[config.mk]
export PLATFORM = sky130hd
export DESIGN_NAME = alu_multicycle_flat
export DESIGN_NICKNAME = d
export VERILOG_FILES = /design/src/rtl/alu_pkg.sv /design/src/rtl/alu_multicycle_if.sv /design/src/rtl/muldiv_iter.sv /design/src/rtl/alu_multicycle.sv /design/src/flat_wrapper.sv
export SDC_FILE = /design/constraint.sdc
export NUM_CORES = 1
export LEC_CHECK = 0
export ABC_CLOCK_PERIOD_IN_PS = 12270
export BUFFER_PORTS_ARGS = -buffer_cell sky130_fd_sc_hd__buf_2
export CAP_MARGIN = 5
export CORE_AREA = 5 5 205 207
export DETAILED_ROUTE_END_ITERATION = 8
export DIE_AREA = 0 0 210 212
export PLACE_DENSITY = 0.72
export SYNTH_ARGS = -nofsm -noshare
export SYNTH_HDL_FRONTEND = slang
export SYNTH_SLANG_ARGS = --single-unit
[constraint.sdc]
create_clock -name clock -period 12.27 [get_ports clock]
set_input_delay 2.454 -clock clock [delete_from_list [all_inputs] [get_ports clock]]
set_output_delay 2.454 -clock clock [all_outputs]
set_load 0.01 [all_outputs]
[src/rtl/alu_pkg.sv]
// Shared opcode, flag-code and FSM-state definitions for the multicycle ALU.
package alu_pkg;

  localparam int unsigned OP_W = 4;

  localparam logic [OP_W-1:0] OP_ADD  = 4'd0;
  localparam logic [OP_W-1:0] OP_SUB  = 4'd1;
  localparam logic [OP_W-1:0] OP_AND  = 4'd2;
  localparam logic [OP_W-1:0] OP_OR   = 4'd3;
  localparam logic [OP_W-1:0] OP_NOT  = 4'd4;
  localparam logic [OP_W-1:0] OP_MUL  = 4'd5;
  localparam logic [OP_W-1:0] OP_DIV  = 4'd6;
  localparam logic [OP_W-1:0] OP_CMP  = 4'd7;
  localparam logic [OP_W-1:0] OP_BRFL = 4'd8;

  localparam logic [2:0] FLAG_NONE      = 3'd0;
  localparam logic [2:0] FLAG_EQUAL     = 3'd1;
  localparam logic [2:0] FLAG_EXCEPTION = 3'd2;
  localparam logic [2:0] FLAG_OVERFLOW  = 3'd3;
  localparam logic [2:0] FLAG_UNDERFLOW = 3'd4;
  localparam logic [2:0] FLAG_ABOVE     = 3'd5;
  localparam logic [2:0] FLAG_BELOW     = 3'd6;

  typedef enum logic [1:0] {
    ST_IDLE,
    ST_MUL_RUN,
    ST_DIV_RUN
  } state_t;

endpackage

[src/rtl/alu_multicycle_if.sv]
// Request/response bundle between an EX-stage requester and the multicycle ALU.
interface alu_multicycle_if #(
  parameter int unsigned WIDTH  = 32,
  parameter int unsigned FLAG_W = 3
);
  import alu_pkg::*;

  logic              in_valid;
  logic              in_ready;
  logic [OP_W-1:0]   op;
  logic [WIDTH-1:0]  data_a;
  logic [WIDTH-1:0]  data_b;
  logic              out_valid;
  logic [WIDTH-1:0]  result;
  logic [WIDTH-1:0]  result_hi;
  logic [FLAG_W-1:0] flag;
  logic              branch;

  modport master (
    output in_valid, op, data_a, data_b,
    input  in_ready, out_valid, result, result_hi, flag, branch
  );

  modport slave (
    input  in_valid, op, data_a, data_b,
    output in_ready, out_valid, result, result_hi, flag, branch
  );

endinterface

[src/rtl/muldiv_iter.sv]
// Iterative unsigned shift-add multiplier / restoring divider, one bit per clock.
// next_hi/next_lo expose the step in flight so the final step can be captured on done_c.
module muldiv_iter #(
  parameter int unsigned WIDTH = 32
) (
  input  logic             clock,
  input  logic             reset,
  input  logic             start,
  input  logic             is_div,
  input  logic [WIDTH-1:0] a,
  input  logic [WIDTH-1:0] b,
  output logic             done_c,
  output logic [WIDTH-1:0] next_lo,
  output logic [WIDTH-1:0] next_hi
);

  localparam int unsigned CNT_W = $clog2(WIDTH);

  logic             busy;
  logic             div_mode;
  logic [CNT_W-1:0] cnt;
  logic [WIDTH-1:0] hi;
  logic [WIDTH-1:0] lo;
  logic [WIDTH-1:0] opnd;

  logic [WIDTH:0]   addend;
  logic [WIDTH:0]   add_sum;
  logic [WIDTH:0]   shifted;
  logic [WIDTH:0]   trial;

  // MUL: hi:lo is accumulator:multiplier; DIV: hi:lo is remainder:quotient.
  always_comb begin
    addend  = lo[0] ? {1'b0, opnd} : '0;
    add_sum = {1'b0, hi} + addend;
    shifted = {hi, lo[WIDTH-1]};
    trial   = shifted - {1'b0, opnd};
    next_hi = add_sum[WIDTH:1];
    next_lo = {add_sum[0], lo[WIDTH-1:1]};
    if (div_mode) begin
      if (trial[WIDTH]) begin
        next_hi = shifted[WIDTH-1:0];
        next_lo = {lo[WIDTH-2:0], 1'b0};
      end else begin
        next_hi = trial[WIDTH-1:0];
        next_lo = {lo[WIDTH-2:0], 1'b1};
      end
    end
  end

  assign done_c = busy && (cnt == CNT_W'(WIDTH - 1));

  always_ff @(posedge clock) begin
    if (reset) begin
      busy     <= 1'b0;
      div_mode <= 1'b0;
      cnt      <= '0;
      hi       <= '0;
      lo       <= '0;
      opnd     <= '0;
    end else if (start) begin
      busy     <= 1'b1;
      div_mode <= is_div;
      cnt      <= '0;
      hi       <= '0;
      lo       <= is_div ? a : b;
      opnd     <= is_div ? b : a;
    end else if (busy) begin
      hi  <= next_hi;
      lo  <= next_lo;
      cnt <= cnt + CNT_W'(1);
      if (done_c) begin
        busy <= 1'b0;
      end
    end
  end

endmodule

[src/rtl/alu_multicycle.sv]
// EX-stage ALU: single-cycle datapath, persistent flag/branch registers and
// an FSM that hands MUL/DIV to the iterative unit.
module alu_multicycle
  import alu_pkg::*;
#(
  parameter int unsigned WIDTH  = 32,
  parameter int unsigned FLAG_W = 3
) (
  input  logic             clock,
  input  logic             reset,
  alu_multicycle_if.slave  bus
);

  state_t            state;
  logic              in_ready_q;
  logic              out_valid_q;
  logic [WIDTH-1:0]  result_q;
  logic [WIDTH-1:0]  result_hi_q;
  logic [FLAG_W-1:0] flag_q;
  logic              branch_q;

  logic              accept;
  logic              b_zero;
  logic              md_start;
  logic              md_done_c;
  logic [WIDTH-1:0]  md_lo;
  logic [WIDTH-1:0]  md_hi;

  logic [WIDTH-1:0]  sum;
  logic [WIDTH-1:0]  diff;
  logic              a_s;
  logic              b_s;
  logic [WIDTH-1:0]  sc_result;
  logic [WIDTH-1:0]  sc_hi;
  logic [FLAG_W-1:0] sc_flag;
  logic              sc_flag_we;
  logic              sc_branch;
  logic              sc_branch_we;

  assign accept   = bus.in_valid && in_ready_q;
  assign b_zero   = (bus.data_b == '0);
  assign md_start = accept && ((bus.op == OP_MUL) || ((bus.op == OP_DIV) && !b_zero));

  assign sum  = bus.data_a + bus.data_b;
  assign diff = bus.data_a - bus.data_b;
  assign a_s  = bus.data_a[WIDTH-1];
  assign b_s  = bus.data_b[WIDTH-1];

  muldiv_iter #(.WIDTH(WIDTH)) u_muldiv (
    .clock   (clock),
    .reset   (reset),
    .start   (md_start),
    .is_div  (bus.op == OP_DIV),
    .a       (bus.data_a),
    .b       (bus.data_b),
    .done_c  (md_done_c),
    .next_lo (md_lo),
    .next_hi (md_hi)
  );

  // Single-cycle results, including the divide-by-zero short cut.
  always_comb begin
    sc_result    = '0;
    sc_hi        = '0;
    sc_flag      = FLAG_W'(FLAG_NONE);
    sc_flag_we   = 1'b1;
    sc_branch    = 1'b0;
    sc_branch_we = 1'b0;
    case (bus.op)
      OP_ADD: begin
        sc_result = sum;
        if (!a_s && !b_s && sum[WIDTH-1]) begin
          sc_flag = FLAG_W'(FLAG_OVERFLOW);
        end else if (a_s && b_s && !sum[WIDTH-1]) begin
          sc_flag = FLAG_W'(FLAG_UNDERFLOW);
        end
      end
      OP_SUB: begin
        sc_result = diff;
        if (!a_s && b_s && diff[WIDTH-1]) begin
          sc_flag = FLAG_W'(FLAG_OVERFLOW);
        end else if (a_s && !b_s && !diff[WIDTH-1]) begin
          sc_flag = FLAG_W'(FLAG_UNDERFLOW);
        end
      end
      OP_AND: sc_result = bus.data_a & bus.data_b;
      OP_OR:  sc_result = bus.data_a | bus.data_b;
      OP_NOT: sc_result = ~bus.data_b;
      OP_MUL: sc_flag_we = 1'b0;
      OP_DIV: begin
        sc_result = '1;
        sc_hi     = bus.data_a;
        sc_flag   = FLAG_W'(FLAG_EXCEPTION);
      end
      OP_CMP: begin
        if (bus.data_a == bus.data_b) begin
          sc_flag = FLAG_W'(FLAG_EQUAL);
        end else if (bus.data_a > bus.data_b) begin
          sc_flag = FLAG_W'(FLAG_ABOVE);
        end else begin
          sc_flag = FLAG_W'(FLAG_BELOW);
        end
      end
      OP_BRFL: begin
        sc_result    = bus.data_a;
        sc_flag_we   = 1'b0;
        sc_branch    = (flag_q == bus.data_b[FLAG_W-1:0]);
        sc_branch_we = 1'b1;
      end
      default: sc_flag = FLAG_W'(FLAG_EXCEPTION);
    endcase
  end

  // Control FSM with registered outputs.
  always_ff @(posedge clock) begin
    if (reset) begin
      state       <= ST_IDLE;
      in_ready_q  <= 1'b1;
      out_valid_q <= 1'b0;
      result_q    <= '0;
      result_hi_q <= '0;
      flag_q      <= FLAG_W'(FLAG_NONE);
      branch_q    <= 1'b0;
    end else begin
      out_valid_q <= 1'b0;
      case (state)
        ST_IDLE: begin
          if (md_start) begin
            state      <= (bus.op == OP_MUL) ? ST_MUL_RUN : ST_DIV_RUN;
            in_ready_q <= 1'b0;
          end else if (accept) begin
            out_valid_q <= 1'b1;
            result_q    <= sc_result;
            result_hi_q <= sc_hi;
            if (sc_flag_we) begin
              flag_q <= sc_flag;
            end
            if (sc_branch_we) begin
              branch_q <= sc_branch;
            end
          end
        end
        ST_MUL_RUN, ST_DIV_RUN: begin
          if (md_done_c) begin
            state       <= ST_IDLE;
            in_ready_q  <= 1'b1;
            out_valid_q <= 1'b1;
            result_q    <= md_lo;
            result_hi_q <= md_hi;
            flag_q      <= ((state == ST_MUL_RUN) && (md_hi != '0)) ?
                           FLAG_W'(FLAG_OVERFLOW) : FLAG_W'(FLAG_NONE);
          end
        end
        default: begin
          state      <= ST_IDLE;
          in_ready_q <= 1'b1;
        end
      endcase
    end
  end

  assign bus.in_ready  = in_ready_q;
  assign bus.out_valid = out_valid_q;
  assign bus.result    = result_q;
  assign bus.result_hi = result_hi_q;
  assign bus.flag      = flag_q;
  assign bus.branch    = branch_q;

endmodule

[src/flat_wrapper.sv]
// flat-port wrapper written by rule: the top's interface ports become plain ports
module alu_multicycle_flat import alu_pkg::*;
#(
  parameter int unsigned WIDTH  = 32,
  parameter int unsigned FLAG_W = 3
)
  (clock, reset, bus_in_valid, bus_op, bus_data_a, bus_data_b, bus_in_ready, bus_out_valid, bus_result, bus_result_hi, bus_flag, bus_branch);
  alu_multicycle_if #(.WIDTH(WIDTH), .FLAG_W(FLAG_W)) bus_i ();
  input  logic clock;
  input  logic reset;
  input wire logic [$bits(bus_i.in_valid)-1:0] bus_in_valid;
  input wire logic [$bits(bus_i.op)-1:0] bus_op;
  input wire logic [$bits(bus_i.data_a)-1:0] bus_data_a;
  input wire logic [$bits(bus_i.data_b)-1:0] bus_data_b;
  output wire logic [$bits(bus_i.in_ready)-1:0] bus_in_ready;
  output wire logic [$bits(bus_i.out_valid)-1:0] bus_out_valid;
  output wire logic [$bits(bus_i.result)-1:0] bus_result;
  output wire logic [$bits(bus_i.result_hi)-1:0] bus_result_hi;
  output wire logic [$bits(bus_i.flag)-1:0] bus_flag;
  output wire logic [$bits(bus_i.branch)-1:0] bus_branch;
  assign bus_i.in_valid = bus_in_valid;
  assign bus_i.op = bus_op;
  assign bus_i.data_a = bus_data_a;
  assign bus_i.data_b = bus_data_b;
  assign bus_in_ready = bus_i.in_ready;
  assign bus_out_valid = bus_i.out_valid;
  assign bus_result = bus_i.result;
  assign bus_result_hi = bus_i.result_hi;
  assign bus_flag = bus_i.flag;
  assign bus_branch = bus_i.branch;
  alu_multicycle #(.WIDTH(WIDTH), .FLAG_W(FLAG_W)) u_core (.clock(clock), .reset(reset), .bus(bus_i));
endmodule
Word level (Yosys, flattened, before mapping):

Cells that the tools add are included.

* bitwise gates (word level): 4
* equal/unequal tests: 18
* shifts and indexed selects: 0
* reduce and logical (&&, ||, !) cells: 33
* mux-type cells: 48
* magnitude comparators: 1
* add/sub/neg operators: 5
* multiply operators: 0
* div/mod/pow operators: 0

Operators by type and width (number)
* two-way mux 32 bit: 15
* case mux 32 bit (7 select lines): 1
* case mux 32 bit (2 select lines): 2
* adder 32 x 33 -> 33 bit: 1
* subtractor 33 x 32 -> 33 bit: 1
* adder 32 bit: 1
* AND 32 bit: 1
* == test 32 bit: 1
* greater-than comparator 32 bit: 1
* logical NOT 32 bit: 1
* inverter 32 bit: 1
* bitwise OR 32 bit: 1
* nonzero test 32 bit: 1
* subtractor 32 bit: 1
* two-way mux 3 bit: 9
* == test 4 x 3 -> 1 bit (second input constant): 4
* logical AND 1 bit: 13
* case mux 3 bit (4 select lines): 1
* two-way mux 1 bit: 11
* two-way mux 2 bit: 5
* == test 4 x 2 -> 1 bit (second input constant): 2
* AND reduction 4 bit: 2
* != test 2 x 1 -> 1 bit (second input constant): 3
* case mux 3 bit (2 select lines): 1
* 20 further kinds: 29

* bits in read-only memories: 0
* latch bits: 0
* register bits after elaboration: 175
* bits of input ports: 71
* memories kept: 0
* word-level logic and storage cells: 122
* bits in writable memories: 0
* output and inout bits: 70

Logic depth before layout (Yosys ltp):

Gate-level depths: netlist of the first run.

* word-level depth: 10
* gate-level depth with buffers: 18
* depth with buffers taken out: 15

Cells and area by module:

A second synthesis of the first run with hierarchy kept.

* cell total of the unflattened synthesis: 2557
* area total of the unflattened synthesis: 18906.9 um2

By module, submodules not included
* muldiv_iter: seq. area each 2062.0 um2, instances 1, cells an instance 1259, area an instance 9587.9 um2
* alu_multicycle: seq. area each 1441.4 um2, instances 1, cells an instance 1298, area an instance 9318.9 um2

Worst setup path before layout of the first run:

Ideal clock, no wire load.

* path type: input-to-reg
* start point: input bus_data_b[8]
* end point: register u_core.flag_q[0] (netlist: u_core.bus.flag[0])
* buffers on the path: 1
* data required time: 12135 ps
* arrival: 5130 ps
* stages on the path: 15
* path slack: 7006 ps
* library setup time: 135 ps
* cells stage by stage: inv_1 ha_1 clkbuf_1 nand2b_1 a221o_1 a21oi_1 o22a_1 nand2_1 o21ai_1 a221oi_1 o311a_1 and3_1 o31ai_1 a21boi_0 o211ai_1

* word-level cells in the longest chain between the ends: 8
* elaborated cells on any way between the ends: 22
* classes of those cells: add/sub: 2; order compare: 1; eq/ne: 2; mux: 9; reduce/logical: 8

RTL lines
* from (decl): line flat_wrapper.sv:14 `input wire logic [$bits(bus_i.data_b)-1:0] bus_data_b;`
* greater-than comparator 32 bit (tied with other cells): line alu_multicycle.sv:98 `end else if (bus.data_a > bus.data_b) begin`
* two-way mux 2 bit (tied with other cells): line alu_multicycle.sv:98
* two-way mux 3 bit, on equally long branches: line alu_multicycle.sv:96, alu_multicycle.sv:72, alu_multicycle.sv:80
* case mux 3 bit (4 select lines): line alu_multicycle.sv:69 `case (bus.op)`
* two-way mux 3 bit: line alu_multicycle.sv:135 `if (sc_flag_we) begin`
* two-way mux 3 bit: line alu_multicycle.sv:131 `end else if (accept) begin`
* two-way mux 3 bit: line alu_multicycle.sv:128 `if (md_start) begin`
* case mux 3 bit (2 select lines): line alu_multicycle.sv:126 `case (state)`
* to (signal assigned): line alu_multicycle.sv:122 `flag_q <= FLAG_W'(FLAG_NONE);`
* to (signal assigned): line alu_multicycle.sv:136 `flag_q <= sc_flag;`
* to (signal assigned): line alu_multicycle.sv:150 `flag_q <= ((state == ST_MUL_RUN) && (md_hi != '0)) ?`
* to (decl): line alu_multicycle.sv:19 `logic [FLAG_W-1:0] flag_q;`

Parallel ways exist; a longest one is shown, timed or not. The select of a mux whose other input is x is not followed.
A chain may end at the register's enable or synchronous reset.

Worst setup path in the final report of the first run:

* start point: input bus_data_b[28]
* end point: register u_core.flag_q[1] (netlist: u_core.bus.flag[1])

The elaborated chain is that of the path after synthesis.

==> impl_metrics.yaml, run 1 <==
placement:
  hpwlAfterDp_um: 50500
  gp_congestion: 1.01
  port_buffers: 140
logic_synthesis:
  synthFlopType: "dfxtp_1"
  postSynthCellCount: 2463
  syn_nets: 2704
  syn_avg_cell_area_um2: 7.17
  yosysTopAreaCell: "dfxtp_1"
  async_reset_ff_share_pct: 0
  ys_seq_area_share_pct: 19.8
  synth_top_area_share_pct: 19.8
  syn_area_um2: 17700
  ys_warn_count: 0
  synth_area_leaders: "dfxtp_1 (20%), ha_1 (12%), nor2_1 (7.0%), a21oi_1 (5.4%), nand2_1 (5.2%)"
  ys_seq_elements: 175
  synth.distinct_cells: 94
  synth-edff-count: 0
clocking:
  cts.sinks: 175
  cts_buffers: 17
  cts_resized: 0
  ctsHoldBuffers: 0
  cts_max_path_buffers: 2
  clkTransAtPathRegs_ns: 0.07
  cts_tree: "built"
  htreeDepth: 4
  post-cts-setup-buffer-count: 0
  root_buffer: "clkbuf_16"
  clock_latency_ns: 0.45
floorplan:
  pin_count: 141
  rows: 74
  core_area_um2: 40200
  die_area_um2: 44500
  dieHeight_um: 212
  die_x_um: 210
  initial_core_util_pct: 43.9
min_path:
  hold_class: "reg -> reg"
route:
  final_antenna_net_count: 0
  drc: 0
  dr.pass1.iters: 5
  avgViaCountPerCell: 6.36
  routed_wl_um: 67700
  first_iter_violations: 2337
  wl_per_cell_um: 22.5
  vias: 19186
critical_path:
  slowest_delay_ns: 0.67
  cp_common_cell: "o21ai_0"
  end_kind: "flip-flop"
  cp.arrival_ns: 6.59
  cp_slowest_cell: "nand2_2"
  crit_fanout: 50
  worstPathRequired_ns: 12.67
  worstPathCellList: "buf_2, nor4_1, nand4_1, o21ai_0, a21oi_4, buf_4, or3_1, o21ai_0, nand2_2, a21oi_1, o21ai_0, a311o_1, nand2_1"
  worst-setup-path-type: "in -> reg"
  critPathLaunchType: "input port"
final_layout:
  syn2layout_area_growth_pct: 8.45
  layout.nets: 2713
  fillers: 4115
  drive_gt1_share_pct: 10.1
  final_common_cell: "nor2_1"
  layout_common_cells: "nor2_1 (329), nand2_1 (242), a21oi_1 (191), dfxtp_1 (173), ha_1 (165)"
timing:
  finalSetupTns_ns: 0
  slew_headroom_pct: 24.7
  hold_viol: 0
  finalMaxSlewViolations: 0
  fmax_ghz: 0.161
  fin_worst_skew_ns: 0.0116
  tightest_slew_ns: 1.12
  min_period_over_period_pct: 50.5
  rsz0062_at_grt: "no"
  fin_crit_ns: 6.19
  setup_viol: 0
global_routing:
  track_usage_pct: 29.0
  grt_pass1_vias: 17745
  grt_max_degree: 88
  grt_pass1_wl_um: 104000
  antenna_found_initial: 3
  grt_overflow: 0
power_and_ir_drop:
  powerDensity_nw_per_um2: 95.4
  p_leak_uw: 0.00811
  ir_drop_mv: 0.0940
  totalPowerFinal_uw: 1830
run_status:
  status: "complete, no violations"
flow_run:
  maxCapViolCount: 0
per-stage QoR:
step | std cells | area (um2) | setup WS (ns) | hold slack [ns] | util [%]
finish | 3017 | 19100 | 6.08 | 0.475 | 47.6
global route | 3017 | 19100 | 5.89 | 0.504 | 47.6
CTS | 3016 | 19100 | 6.17 | 0.472 | 47.6
detailed placement | 2985 | 18600 | 5.70 | 0.462 | 46.2
global placement | 2985 | 18600 | 5.83 | 0.451 | 46.2
floorplan | 2463 | 17700 | 7.01 | 0.449 | -
power breakdown:
group	switching, uW	total, uW	internal [uW]
Sequential	35.2	636	600
Combinational	407	628	221
Clock	251	564	313
Total	693	1830	1130
per-layer routing:
metal	part of all wire (%)	global-route usage, %
met3	10	5.33
met5	0.040	0
met2	43	44.5
met4	3.9	11.0
met1	43	40.7
kinds of logic after synthesis:
logic type      synth area share (%)
flops                           19.8
simple gates                    22.3
fa+ha+maj                       12.2
buf+inv                         6.73
xor+xnor                        4.56
mux                             3.95
compound gates                  30.3
state kept, by name, summed over array words and instances (netlist names):
name                      cells
u_core.u_muldiv.lo           32
u_core.bus.flag               3
u_core.u_muldiv.opnd         32
u_core.state                  2
u_core.bus.out_valid          1
u_core.bus.in_ready           1
u_core.u_muldiv.div_mode      1
u_core.bus.result_hi         32
u_core.bus.result            32
u_core.u_muldiv.busy          1
u_core.bus.branch             1
u_core.u_muldiv.hi           32
u_core.u_muldiv.cnt           5
critical path: cells and delay by family:
family / cells / cell delay (ns)
buffers and inverters: 2 / 0.42
and+or+nand+nor: 5 / 1.93
AOI/OAI and AO/OA: 6 / 1.78
final cells by class:
type / instances / area [um2] / share of cell area (%)
antenna: 1 / 2.50 / 0.0131
clock buffer: 20 / 457 / 2.39
inverter: 143 / 537 / 2.80
tap: 532 / 666 / 3.48
timing repair buffer: 158 / 838 / 4.38
sequential: 175 / 3510 / 18.3
clock inverter: 11 / 130 / 0.680
multi-input combinational: 1977 / 13000 / 67.9
synthesized netlist by cell type (all sizes together) (19+ instances only):
library cell / instances
nand4: 22
a211oi: 75
and2: 44
nor3: 71
a31oi: 29
clkbuf: 136
o21ai: 134
mux2i: 54
xnor2: 61
xor2: 31
o211ai: 19
a21oi: 193
nor2b: 27
a311oi: 75
nor2: 332
nor4: 24
o21a: 21
ha: 166
nand3: 34
nand2: 244
inv: 143
a221oi: 36
buf: 32
o221ai: 19
a21o: 43
dfxtp: 175
worst paths after layout:
path / startpoint / endpoint / slack, ns / depth (start not counted)
setup / recovery: bus_data_b[28] / u_core.bus.flag[1] / 6.08 / 13
hold / removal: u_core.bus.result_hi[3] / u_core.bus.result_hi[3] / 0.47 / 2
setup reg to reg: u_core.u_muldiv.lo[0] / u_core.bus.flag[0] / 6.78 / 14
hold reg to reg: u_core.bus.result_hi[3] / u_core.bus.result_hi[3] / 0.47 / 2
Note: power is estimated with default switching activity, not from simulation.
==> run 2: changes to the inputs <==
Settings changed: ABC_CLOCK_PERIOD_IN_PS 12270 to 6260.
Clock period 12.27 ns to 6.26 ns, I/O delays scaled along.
==> impl_metrics.yaml, run 2 (synthesized netlist as in run 1, its figures left out) <==
timing:
  tightest_slew_ns: 1.03
  finalMaxSlewViolations: 0
  finalSetupTns_ns: 0
  setup_viol: 0
  rsz0062_at_grt: "no"
  min_period_over_period_pct: 85.1
  slew_headroom_pct: 31.4
  hold_viol: 0
  fin_crit_ns: 5.33
  fmax_ghz: 0.188
  fin_worst_skew_ns: 0.0174
min_path:
  hold_class: "reg -> reg"
power_and_ir_drop:
  ir_drop_mv: 0.196
  p_leak_uw: 0.00814
  powerDensity_nw_per_um2: 191
critical_path:
  crit_fanout: 32
  cp.arrival_ns: 5.66
  worst-setup-path-type: "reg -> reg"
  worstPathRequired_ns: 6.59
  cp_slowest_cell: "o41ai_2"
  critical-path-top-delay-family: "compound AO/OA/AOI/OAI gates"
  crit_buf_inv: 1
  critPathLaunchType: "flip-flop"
  slowest_delay_ns: 0.83
  end_kind: "flip-flop"
  worstPathCellList: "buf_4, and2_1, ha_1, nand2_1, o31ai_2, nor3b_1, nor4_2, o41ai_2, mux2_2, o41ai_2, o31ai_1, nor4_1, nand4_1, o31ai_2, o211ai_1"
route:
  avgViaCountPerCell: 6.35
  drc: 0
  final_antenna_net_count: 0
  vias: 19188
  dr.pass1.iters: 8
  first_iter_violations: 2275
  wl_per_cell_um: 22.8
  routed_wl_um: 68800
clocking:
  cts_tree: "built"
  clkTransAtPathRegs_ns: 0.08
  htreeDepth: 4
  root_buffer: "clkbuf_16"
  post-cts-setup-buffer-count: 0
  cts_max_path_buffers: 2
  cts.sinks: 175
  ctsHoldBuffers: 0
  cts_buffers: 17
  cts_resized: 0
  clock_latency_ns: 0.47
placement:
  placed_area_um2: 18600
  port_buffers: 140
  hpwlAfterDp_um: 51200
  gp_congestion: 1.01
floorplan:
  die_x_um: 210
  initial_core_util_pct: 43.9
  dieHeight_um: 212
  die_area_um2: 44500
  pin_count: 141
  rows: 74
  core_area_um2: 40200
run_status:
  status: "complete, no violations"
final_layout:
  syn2layout_area_growth_pct: 8.87
  layout_common_cells: "nor2_1 (329), nand2_1 (242), a21oi_1 (191), dfxtp_1 (173), ha_1 (165)"
  final_common_cell: "nor2_1"
  design_area_um2: 19200
  layout.nets: 2717
  fin_util_pct: 47.8
  drive_gt1_share_pct: 10.3
global_routing:
  grt_max_degree: 85
  antenna_found_initial: 4
  grt_pass1_vias: 17868
  grt_pass1_wl_um: 104000
  track_usage_pct: 29.5
  grt_overflow: 0
flow_run:
  maxCapViolCount: 0
-- run 2: changes by cell type in the layout (fill, tap and decap cells not counted) --
cell        before  now
clkinv_4         1    2
clkinv_2         2    1
buf_4           19   23
clkinvlp_4       1    2
inv_4            1    0
bufinv_16        2    3
clkbuf_1         1    0
inv_8            1    2
-- run 2: cell type report --
class / instances / area (um2)
flip-flops and latches: 175 / 3510
fillers: 4061 / 21000
repair buffers: 162 / 868
well taps: 532 / 666
inverters: 143 / 537
clock inverters: 13 / 176
diodes: 1 / 2.50
multi-input cells: 1977 / 13000
clock buffers: 19 / 453
-- run 2: report_power, final --
part | internal, uW | total (uW) | switching (uW)
Clock | 660 | 1190 | 533
Sequential | 1180 | 1230 | 53.9
Combinational | 434 | 1250 | 815
-- run 2: tightest hold or removal path, cell delays in order (launching register included) --
cell and delay (ns):
dfxtp_1 0.32, nand2_1 0.06, a21oi_1 0.05
-- run 2: routing by layer --
layer / global-route usage (%) / up-vias / share of wire [%]
met2: 46.0 / 1026 / 43
met4: 13.5 / 4 / 4.9
li1: - / 8964 / -
met1: 39.7 / 9006 / 42
met5: 0 / - / 0.039
met3: 5.83 / 188 / 9.9
-- run 2: path summary, 6_finish.rpt --
kind	startpoint	to	slack, ns	depth (start not counted)
setup / recovery	u_core.u_muldiv.lo[0]	u_core.bus.flag[0]	0.93	15
hold / removal	u_core.bus.result_hi[3]	u_core.bus.result_hi[3]	0.46	2
hold reg to reg	u_core.bus.result_hi[3]	u_core.bus.result_hi[3]	0.46	2
setup reg to reg	u_core.u_muldiv.lo[0]	u_core.bus.flag[0]	0.93	15
-- run 2: stage by stage --
stage / hold WS [ns] / power [uW] / instances / setup WS (ns)
2_1_floorplan: 0.449 / 2080 / 2463 / 2.20
3_3_place_gp: 0.452 / 2450 / 2989 / 1.07
3_5_place_dp: 0.456 / 2460 / 2989 / 1.02
4_1_cts: 0.466 / 3640 / 3021 / 1.02
5_1_grt: 0.493 / 3830 / 3022 / 0.741
6_report: 0.464 / 3670 / 3022 / 0.934
